<file path="config.mk">
export PLATFORM = sky130hd
export DESIGN_NAME = alu_flag_gen
export DESIGN_NICKNAME = d
export VERILOG_FILES = /design/src/rtl/alu_pkg.sv /design/src/rtl/alu_shifter.sv /design/src/rtl/alu_flag_gen.sv
export SDC_FILE = /design/constraint.sdc
export NUM_CORES = 1
export LEC_CHECK = 0
export CAP_MARGIN = 20
export CORE_MARGIN = 5
export CORE_UTILIZATION = 50
export CTS_BUF_LIST = sky130_fd_sc_hd__clkbuf_8
export CTS_CLUSTER_DIAMETER = 120
export DETAILED_ROUTE_END_ITERATION = 10
export PLACE_DENSITY = 0.82
export SKIP_CTS_REPAIR_TIMING = 1
export SYNTH_ARGS = -nofsm -noshare
export SYNTH_HDL_FRONTEND = slang
export SYNTH_SLANG_ARGS = --single-unit
export TNS_END_PERCENT = 1
</file>
<file path="constraint.sdc">
create_clock -name clk -period 2.8 [get_ports clk]
set_input_delay 0.56 -clock clk [delete_from_list [all_inputs] [get_ports clk]]
set_output_delay 0.56 -clock clk [all_outputs]
set_load 0.03 [all_outputs]
</file>
<file path="src/rtl/alu_pkg.sv">
// Shared encodings for the execute-stage ALU: opcodes, flag bit positions and per-op flag masks.
package alu_pkg;

  localparam int unsigned OP_W   = 3;
  localparam int unsigned FLAG_W = 3;

  localparam int unsigned FLAG_C = 2;
  localparam int unsigned FLAG_L = 1;
  localparam int unsigned FLAG_Z = 0;

  typedef enum logic [OP_W-1:0] {
    OP_ADD = 3'd0,
    OP_SUB = 3'd1,
    OP_CMP = 3'd2,
    OP_AND = 3'd3,
    OP_OR  = 3'd4,
    OP_XOR = 3'd5,
    OP_SHL = 3'd6,
    OP_SHR = 3'd7
  } op_e;

  localparam logic [FLAG_W-1:0] SEL_NONE  = 3'b000;
  localparam logic [FLAG_W-1:0] SEL_ADD   = 3'b101;
  localparam logic [FLAG_W-1:0] SEL_SUB   = 3'b111;
  localparam logic [FLAG_W-1:0] SEL_LOGIC = 3'b001;
  localparam logic [FLAG_W-1:0] SEL_SHIFT = 3'b101;

  // Side-band payload presented to the flags register alongside the result.
  typedef struct packed {
    logic              we;
    logic [FLAG_W-1:0] sel;
    logic [FLAG_W-1:0] val;
  } flag_resp_t;

  function automatic logic [FLAG_W-1:0] op_sel(input op_e op);
    logic [FLAG_W-1:0] sel;
    case (op)
      OP_ADD:                 sel = SEL_ADD;
      OP_SUB, OP_CMP:         sel = SEL_SUB;
      OP_AND, OP_OR, OP_XOR:  sel = SEL_LOGIC;
      OP_SHL, OP_SHR:         sel = SEL_SHIFT;
      default:                sel = SEL_NONE;
    endcase
    return sel;
  endfunction

  // Flag values with deselected bits forced low.
  function automatic logic [FLAG_W-1:0] pack_flags(input logic [FLAG_W-1:0] sel,
                                                   input logic c, input logic l,
                                                   input logic z);
    logic [FLAG_W-1:0] v;
    v         = '0;
    v[FLAG_C] = c;
    v[FLAG_L] = l;
    v[FLAG_Z] = z;
    return v & sel;
  endfunction

endpackage

</file>
<file path="src/rtl/alu_shifter.sv">
// Iterative logical shifter: one bit per clock, reports the final value and last bit shifted out.
module alu_shifter
  import alu_pkg::*;
#(
  parameter int unsigned WIDTH   = 8,
  parameter int unsigned SHAMT_W = 3
) (
  input  logic               clk,
  input  logic               rst_n,
  input  logic               start,
  input  logic               shr,
  input  logic [WIDTH-1:0]   a,
  input  logic [SHAMT_W-1:0] amt,
  output logic               done_c,
  output logic [WIDTH-1:0]   res_c,
  output logic               carry_c
);

  logic [WIDTH-1:0]   work_q;
  logic [SHAMT_W-1:0] cnt_q;
  logic               shr_q;
  logic               active_q;

  // Value and outgoing bit of the shift performed on the coming edge.
  always_comb begin
    res_c   = shr_q ? (work_q >> 1) : (work_q << 1);
    carry_c = shr_q ? work_q[0] : work_q[WIDTH-1];
    done_c  = active_q && (cnt_q == SHAMT_W'(1));
  end

  always_ff @(posedge clk) begin
    if (!rst_n) begin
      work_q   <= '0;
      cnt_q    <= '0;
      shr_q    <= 1'b0;
      active_q <= 1'b0;
    end else if (start) begin
      work_q   <= a;
      cnt_q    <= amt;
      shr_q    <= shr;
      active_q <= 1'b1;
    end else if (active_q) begin
      work_q <= res_c;
      cnt_q  <= cnt_q - SHAMT_W'(1);
      if (done_c) begin
        active_q <= 1'b0;
      end
    end
  end

endmodule

</file>
<file path="src/rtl/alu_flag_gen.sv">
// Execute-stage ALU feeding the carry/lessthan/zero flags register; shifts run iteratively.
module alu_flag_gen
  import alu_pkg::*;
#(
  parameter int unsigned WIDTH = 8
) (
  input  logic             clk,
  input  logic             rst_n,
  input  logic             in_valid,
  output logic             in_ready,
  input  logic [2:0]       op,
  input  logic [WIDTH-1:0] a,
  input  logic [WIDTH-1:0] b,
  output logic             out_valid,
  output logic [WIDTH-1:0] result,
  output logic             result_we,
  output logic [2:0]       flag_sel,
  output logic [2:0]       flag_val
);

  localparam int unsigned SHAMT_W = $clog2(WIDTH);

  typedef enum logic {
    ST_IDLE,
    ST_SHIFT
  } state_e;

  state_e state_q, state_d;

  op_e                op_c;
  logic [SHAMT_W-1:0] shamt_c;
  logic               accept_c;
  logic               is_shift_c;
  logic               shift_start_c;
  logic [WIDTH:0]     sum_c;
  logic [WIDTH:0]     diff_c;
  logic               slt_c;

  logic [WIDTH-1:0]   alu_res_c;
  logic               alu_c_c;
  logic               alu_l_c;
  logic               alu_z_c;
  logic [FLAG_W-1:0]  alu_sel_c;

  logic               sh_done_c;
  logic [WIDTH-1:0]   sh_res_c;
  logic               sh_carry_c;

  logic               nxt_valid_c;
  logic [WIDTH-1:0]   nxt_result_c;
  flag_resp_t         nxt_resp_c;

  always_comb begin
    op_c          = op_e'(op);
    shamt_c       = b[SHAMT_W-1:0];
    accept_c      = in_valid && in_ready;
    is_shift_c    = (op_c == OP_SHL) || (op_c == OP_SHR);
    shift_start_c = accept_c && is_shift_c && (shamt_c != '0);
    sum_c         = {1'b0, a} + {1'b0, b};
    diff_c        = {1'b0, a} - {1'b0, b};
    slt_c         = $signed(a) < $signed(b);
  end

  // Single-cycle datapath; a zero-amount shift passes a through with no carry.
  always_comb begin
    alu_res_c = '0;
    alu_c_c   = 1'b0;
    alu_l_c   = 1'b0;
    case (op_c)
      OP_ADD: begin
        alu_res_c = sum_c[WIDTH-1:0];
        alu_c_c   = sum_c[WIDTH];
      end
      OP_SUB, OP_CMP: begin
        alu_res_c = diff_c[WIDTH-1:0];
        alu_c_c   = diff_c[WIDTH];
        alu_l_c   = slt_c;
      end
      OP_AND:  alu_res_c = a & b;
      OP_OR:   alu_res_c = a | b;
      OP_XOR:  alu_res_c = a ^ b;
      default: alu_res_c = a;
    endcase
    alu_z_c   = (alu_res_c == '0);
    alu_sel_c = op_sel(op_c);
  end

  alu_shifter #(
    .WIDTH   (WIDTH),
    .SHAMT_W (SHAMT_W)
  ) u_shifter (
    .clk     (clk),
    .rst_n   (rst_n),
    .start   (shift_start_c),
    .shr     (op_c == OP_SHR),
    .a       (a),
    .amt     (shamt_c),
    .done_c  (sh_done_c),
    .res_c   (sh_res_c),
    .carry_c (sh_carry_c)
  );

  // Next state and next registered outputs.
  always_comb begin
    state_d      = state_q;
    nxt_valid_c  = 1'b0;
    nxt_result_c = '0;
    nxt_resp_c   = '0;
    case (state_q)
      ST_IDLE: begin
        if (shift_start_c) begin
          state_d = ST_SHIFT;
        end else if (accept_c) begin
          nxt_valid_c    = 1'b1;
          nxt_result_c   = alu_res_c;
          nxt_resp_c.we  = (op_c != OP_CMP);
          nxt_resp_c.sel = alu_sel_c;
          nxt_resp_c.val = pack_flags(alu_sel_c, alu_c_c, alu_l_c, alu_z_c);
        end
      end
      ST_SHIFT: begin
        if (sh_done_c) begin
          state_d        = ST_IDLE;
          nxt_valid_c    = 1'b1;
          nxt_result_c   = sh_res_c;
          nxt_resp_c.we  = 1'b1;
          nxt_resp_c.sel = SEL_SHIFT;
          nxt_resp_c.val = pack_flags(SEL_SHIFT, sh_carry_c, 1'b0, sh_res_c == '0);
        end
      end
      default: state_d = ST_IDLE;
    endcase
  end

  always_ff @(posedge clk) begin
    if (!rst_n) begin
      state_q   <= ST_IDLE;
      in_ready  <= 1'b1;
      out_valid <= 1'b0;
      result    <= '0;
      result_we <= 1'b0;
      flag_sel  <= '0;
      flag_val  <= '0;
    end else begin
      state_q   <= state_d;
      in_ready  <= (state_d == ST_IDLE);
      out_valid <= nxt_valid_c;
      result    <= nxt_result_c;
      result_we <= nxt_resp_c.we;
      flag_sel  <= nxt_resp_c.sel;
      flag_val  <= nxt_resp_c.val;
    end
  end

endmodule
</file>
# Word-level counts from Yosys, hierarchy flattened
# Memory sizes are Yosys's and may differ from the RTL's.
# Index checks and enable logic that the tools add are counted.
[word_totals]
regBits = 31
mem_bits_ro = 16
inputBits = 22
output_inout_bits = 17
word_cells = 68
memories = 1
[classes]
n_addsub = 3
n_lt_le_gt_ge = 1
n_eq_ne = 9
n_mux = 26
bitwise = 6
n_reduce_logical = 11
[memory_table]
columns = ["name", "depth", "width", "read_ports", "rd_clocked_by_memory_dff", "wr", "line", "text"]
rows = [
  ["(no name shown)", 8, 2, 1, 0, 0, "alu_pkg.sv:37", "case (op)"],
]
[op_table]
columns = ["cell", "n"]
rows = [
  ["$mux W8", 6],
  ["$pmux W8 S5", 1],
  ["$mux W7", 3],
  ["$logic_not A8 Y1", 2],
  ["$pmux W8 S2", 1],
  ["$pmux W7 S2", 1],
  ["$eq A3 B3 Y1 const B", 4],
  ["$add A8 B8 Y9", 1],
  ["$mux W1", 9],
  ["$sub A8 B8 Y9", 1],
  ["$and A8 B8 Y8", 1],
  ["$lt A8 B8 Y1", 1],
  ["$or A8 B8 Y8", 1],
  ["$xor A8 B8 Y8", 1],
  ["$eq A3 B1 Y1 const B", 2],
  ["$eq A3 B2 Y1 const B", 2],
  ["$mux W3", 2],
  ["$pmux W1 S2", 3],
  ["$logic_and A1 B1 Y1", 4],
  ["$and A3 B3 Y3", 1],
  ["$logic_not A3 Y1", 1],
  ["$ne A3 B2 Y1 const B", 1],
  ["$reduce_bool A3 Y1", 1],
  ["$sub A3 B1 Y3 const B", 1],
  ["other kinds (4)", 5],
]

# Logic depth before layout (Yosys ltp)
[depth]
ltp_word = 8
depth_mapped = 10
mapped_depth_nobuf = 10

# Cells and area by module
# Synthesis repeated with hierarchy kept, for this count alone.
[hier_totals]
cells_unflattened = 330
area_unflattened_um2 = 2770.2
[by_module_without_submodules]
columns = ["module", "instances", "cells_each", "area_per_inst_um2", "seq_area_each_um2"]
rows = [
  ["alu_flag_gen", 1, 246, 2014.4, 340.3],
  ["alu_shifter", 1, 84, 755.7, 260.2],
]

# Worst setup path after synthesis
# Ideal clock, no wire load.
[synth_path]
path_type = "input-to-reg"
from = "input port a[0]"
to = "register result[6]"
setup_time_ns = 0.065
arrival_ns = 2.411
t_required_ns = 2.735
path_slack_ns = 0.324
cell_stages = 10
n_path_buf = 0
cell_sequence = "inv_1 ha_1 fa_1 o21ba_2 a2111oi_2 or4_1 a31oi_1 a22oi_1 a21oi_1 nor2b_1"
[synth_via]
elab_chain_len = 5
word_cells_on_any_way = 6
classes_between = "add/sub (2); mux (4)"
[synth_lines]
columns = ["element", "line", "text"]
rows = [
  ["start: declaration", "alu_flag_gen.sv:12", "input logic [WIDTH-1:0] a,"],
  ["$sub A8 B8 Y9 / $add A8 B8 Y9 (equally long branches)", "alu_flag_gen.sv:60, alu_flag_gen.sv:59", ""],
  ["$pmux W8 S5 (*)", "alu_flag_gen.sv:69", "case (op_c)"],
  ["$mux W8 (*)", "alu_flag_gen.sv:113", "end else if (accept_c) begin"],
  ["$mux W8 (*)", "alu_flag_gen.sv:111", "if (shift_start_c) begin"],
  ["$pmux W8 S2 (*)", "alu_flag_gen.sv:109", "case (state_q)"],
  ["end signal: assignment", "alu_flag_gen.sv:148", "result <= nxt_result_c;"],
  ["end: declaration", "alu_flag_gen.sv:15", "output logic [WIDTH-1:0] result,"],
]
# Every way passes the cells marked *; elsewhere a longest branch is shown, timed or not.
# A chain may end at the register's enable or synchronous reset.

# Worst setup path in the final report
[layout_path]
from = "input port a[3]"
to = "register result[6]"
# Same word-level chain as after synthesis.

==> results.md <==
- The flow ran to the end, and the final reports show no timing, DRC or antenna violations.
- The initial utilization of the core area, before any placement, comes to a little over 50%.
- The cell area after layout is 0.003862 sq mm.
- No sink is reached through more buffers than the 2 on the longest clock path.
- The leading cell type in the layout, fill and taps excluded is buf_4.
- The worst reg2reg path depth is 5.
- The number of nets in the final layout is 484.
- The count of buffer and inverter cells on the critical path is 2.
- After layout, the worst setup slack is 66.13 ps.
- In this run the cell area measured after placement is approximately 0.0036 sq mm.
- The maximum resistive drop on vdd is 0.0003882 V.
- The TritonCTS clock tree is built.
- The clock skew is 6.370 ps.
- The sum of routed wire segments on met1 is 3597 um.
- The static leakage is 1.738 nW.
- Along the worst path, the maximum fanout reaches 4.
- The fraction of registers with async set/reset is 0%.
- The critical path capture point type is a register.
- After synthesis, the largest family of logic cells by area is compound AO/OA/AOI/OAI gates.
- Entering global routing, the biggest net connects 29 pins.
- Summing the areas of all fa, ha and maj instances in the mapped netlist gives 16.03% of the synthesized area.
- Buffers placed on the I/O ports in this run total 38.
- The data required time of the critical path is 2980 ps.
- The clock net in this run drives a total of 30 sinks.
- The kind of critical path is in2reg.
- In this run the mean area of a mapped cell was 8.116 sq um.
- The synthesized netlist occupies a cell area of 0.002670 sq mm.
- Using the TritonRoute via totals, the vias-per-cell ratio works out to 5.700.
- The warning count from the yosys run is 0.
- The largest stage delay on the critical path is 500 ps.
- The number of routed nets with antenna violations is 0.
- At the end of the flow the core is filled with cells to 75.15%.
- The later pin in the worst-skew pair is clocked with a latency of 280 ps.
- The synthesized-area fraction occupied by ao, oa, aoi and oai cells is 28.77%.
- The via count of the first global-routing pass was 2801.
- The distinct cell type count after synthesis is 62.
- The worst pin sits at a relative slew slack of between 60% and 70%.
- The I/O pin count is 39.
- The most frequently used flop master after synthesis is dfxtp_1.
- The sequential fraction of the synthesis area is between 20% and 30%.
- The area added between synthesis and finish is 44.66%.
- The worst setup path is launched from an input pin.
- Global routing consumed, over all layers together, a little under a quarter of the routing resources.
- The slew of the pin with the lowest slew margin is 533.7 ps.
- Traced cell by cell, the critical path runs through clkdlybuf4s50_1, buf_4, ha_1, nor3b_1, a211o_1, or4_1, a31oi_2, a22oi_2, a21oi_1, nor2b_1.
- Hold timing on the final database bottoms out at a slack of ~600 ps.
- The uppermost layer routed is met4.
- After technology mapping, the gate count stands at 329.
- After layout, the worst path uses 97.64% of the clock period.
- Among all stages on the critical path, the largest delay is contributed by or4_1.
- The number of CTS-inserted buffers is 5.
- Counting flops with a built-in enable in the synthesized netlist gives 0.
- The max-slew violation total from the final report was 0.
- The total wire length is 8256 um.
- The routed layout has 2850 vias.
- After clock tree synthesis, the clock-pin slew on the worst setup and hold paths is ~60 ps.
- Leaving out filler cells and counting taps, the final layout contains 500.
- The number of nets handed over by synthesis was 384.
- The critical path data arrival time is 2910 ps.
- The cell taking the most area after synthesis is dfxtp_1.
- Counting flops and latches in the post-synthesis netlist gives 30.
- In this run, the number of DRC markers left after iteration 0 of detailed routing was 223.
- In the layout the commonest cells are 71 x buf_4, 30 x dfxtp_1, 28 x nor2_1, 27 x clkdlybuf4s50_1.
- In the post-synthesis netlist, the biggest area contributors are dfxtp_1 22%, ha_1 15%, inv_1 4.1%.
- After Yosys synthesis, and, or, nand and nor cells account for 19.63% of the synthesized area.
- After detailed placement, the design holds a cell count of 491.
- The first TritonRoute pass finished after 6 iterations.
- The cell sitting at the root of the clock tree is a clkbuf_8.
- The final HPWL from detailed placement is ~6400 um.
- The number of placement rows is 26.
- The final count of hold timing violations came to 0.
- The highest clock rate is around 0.37 GHz.
- The floorplan step defined a die boundary enclosing 0.006901 sq mm.
- The worst hold path passes through 2 cells.
- The initial antenna violation count is 0.
- The placeable core area is 0.005140 sq mm.
- Routability-driven placement finished with a final weighted congestion of between 0.9 and 1.
- The top cell type's share of synthesized area is between 20 and 25%.
- The detailed-routed wire length on met2 is roughly 4000 um.
- For this design the ratio of total power to cell area is 369.6 mW/mm^2.
- The first-pass GRT wire length is 13300 um.
- Counting the fill cells in the layout gives between 400 and 500.
- The class of the tightest hold or removal check is reg2reg.
- The share of post-route cells with drive strength above 1 is 27.91%.
- The met3 layer wire length in the routed design is 525 um.
- Summing the areas of all xor and xnor instances in the mapped netlist gives 1.968% of the synthesized area.
- The max-cap check violation count is 0.
- The H-tree was split into 2 levels.
- On the critical path the largest part of the delay comes from compound AO/OA/AOI/OAI gates.
- The post-detailed-route DRC marker count is 0.
- The total overflow left after global routing is 0.
- The number of setup violations in the final report is 0.
- The setup slack after placement is -488.6 ps.
- The multiplexer area fraction after synthesis is 3.796%.
- In this run the number of cells on the critical path is 10.
- The die is 83.08 um wide.
- Measured along the y axis, the die boundary spans 83.08 um.
- The total inserted antenna cells is 0.
- The post-detailed-route wirelength per cell is between 15 and 20 um.
- The smallest clock period supported by the final layout is computed as 2734 ps.
-- cells in the mapped netlist, types with 4 or more instances --
| cell type | n |
|---|---|
| buf_4 | 4 |
| o21a_1 | 7 |
| nand2_1 | 23 |
| inv_1 | 29 |
| a21oi_1 | 21 |
| ha_1 | 31 |
| nor2_1 | 28 |
| dfxtp_1 | 30 |
| o21ai_0 | 8 |
| a211oi_1 | 7 |
| and2_1 | 8 |
| mux2i_1 | 9 |
| clkbuf_1 | 8 |
| nand3_1 | 8 |
| o221ai_1 | 4 |
| xnor2_1 | 4 |
| nor3_1 | 4 |
| o211a_1 | 4 |
| o22ai_1 | 7 |
| nor2b_1 | 16 |
-- per-layer routing --
metal	vias to the layer above	track usage (%)
met2	129	40.01
met5	-	0
met3	19	3.861
met4	0	4.903
li1	1378	-
met1	1324	29.69
-- stage by stage --
step	TNS (ps)	total power [mW]
6_report	0	1.427
5_1_grt	-112.1	1.505
4_1_cts	-511.4	1.386
3_5_place_dp	-3067	1.035
3_3_place_gp	-2100	1.020
2_1_floorplan	0	0.7891
-- final cells by class --
cell class / count / area (sq um) / area share (%)
multi-input cells: 252 / 2009 / 52.02
inverters: 30 / 112.6 / 2.915
clock inverters: 2 / 8.758 / 0.2268
clock buffers: 6 / 82.58 / 2.138
well taps: 70 / 87.58 / 2.268
repair buffers: 110 / 960.9 / 24.88
flip-flops and latches: 30 / 600.6 / 15.55
-- report_power, final --
part | internal (mW) | leakage, nW | switching (mW)
combinational | 0.294 | 1.44 | 0.310
sequential | 0.453 | 0.245 | 0.0169
clock | 0.194 | 0.0524 | 0.160
total | 0.941 | 1.74 | 0.487
-- worst min-delay path: cells and delay by family, from the launching register on --
family           cells  cell delay [ps]
flip-flops           1              340
AND/OR/NAND/NOR      2              220
-- kinds of logic after synthesis --
family,count (synthesis)
and+or+nand+nor,104
muxes,10
DFF,30
xor gates and xnor gates,6
adders and majority gates,33
AOI/OAI and AO/OA,99
buffers and inverters,47
-- state kept, by name, summed over array words and instances (netlist names), 3 cells and up --
register,count
u_shifter.cnt_q,3
flag_sel,3
result,8
flag_val,3
u_shifter.work_q,8
-- worst paths after layout --
check,to,startpoint,slack (ps)
worst min register to register,state_q,state_q,610
worst max-delay path,result[6],a[3],70
worst min-delay path,state_q,state_q,610
worst max register to register,flag_val[0],u_shifter.shr_q,1000
(Power assumes the default switching activity.)
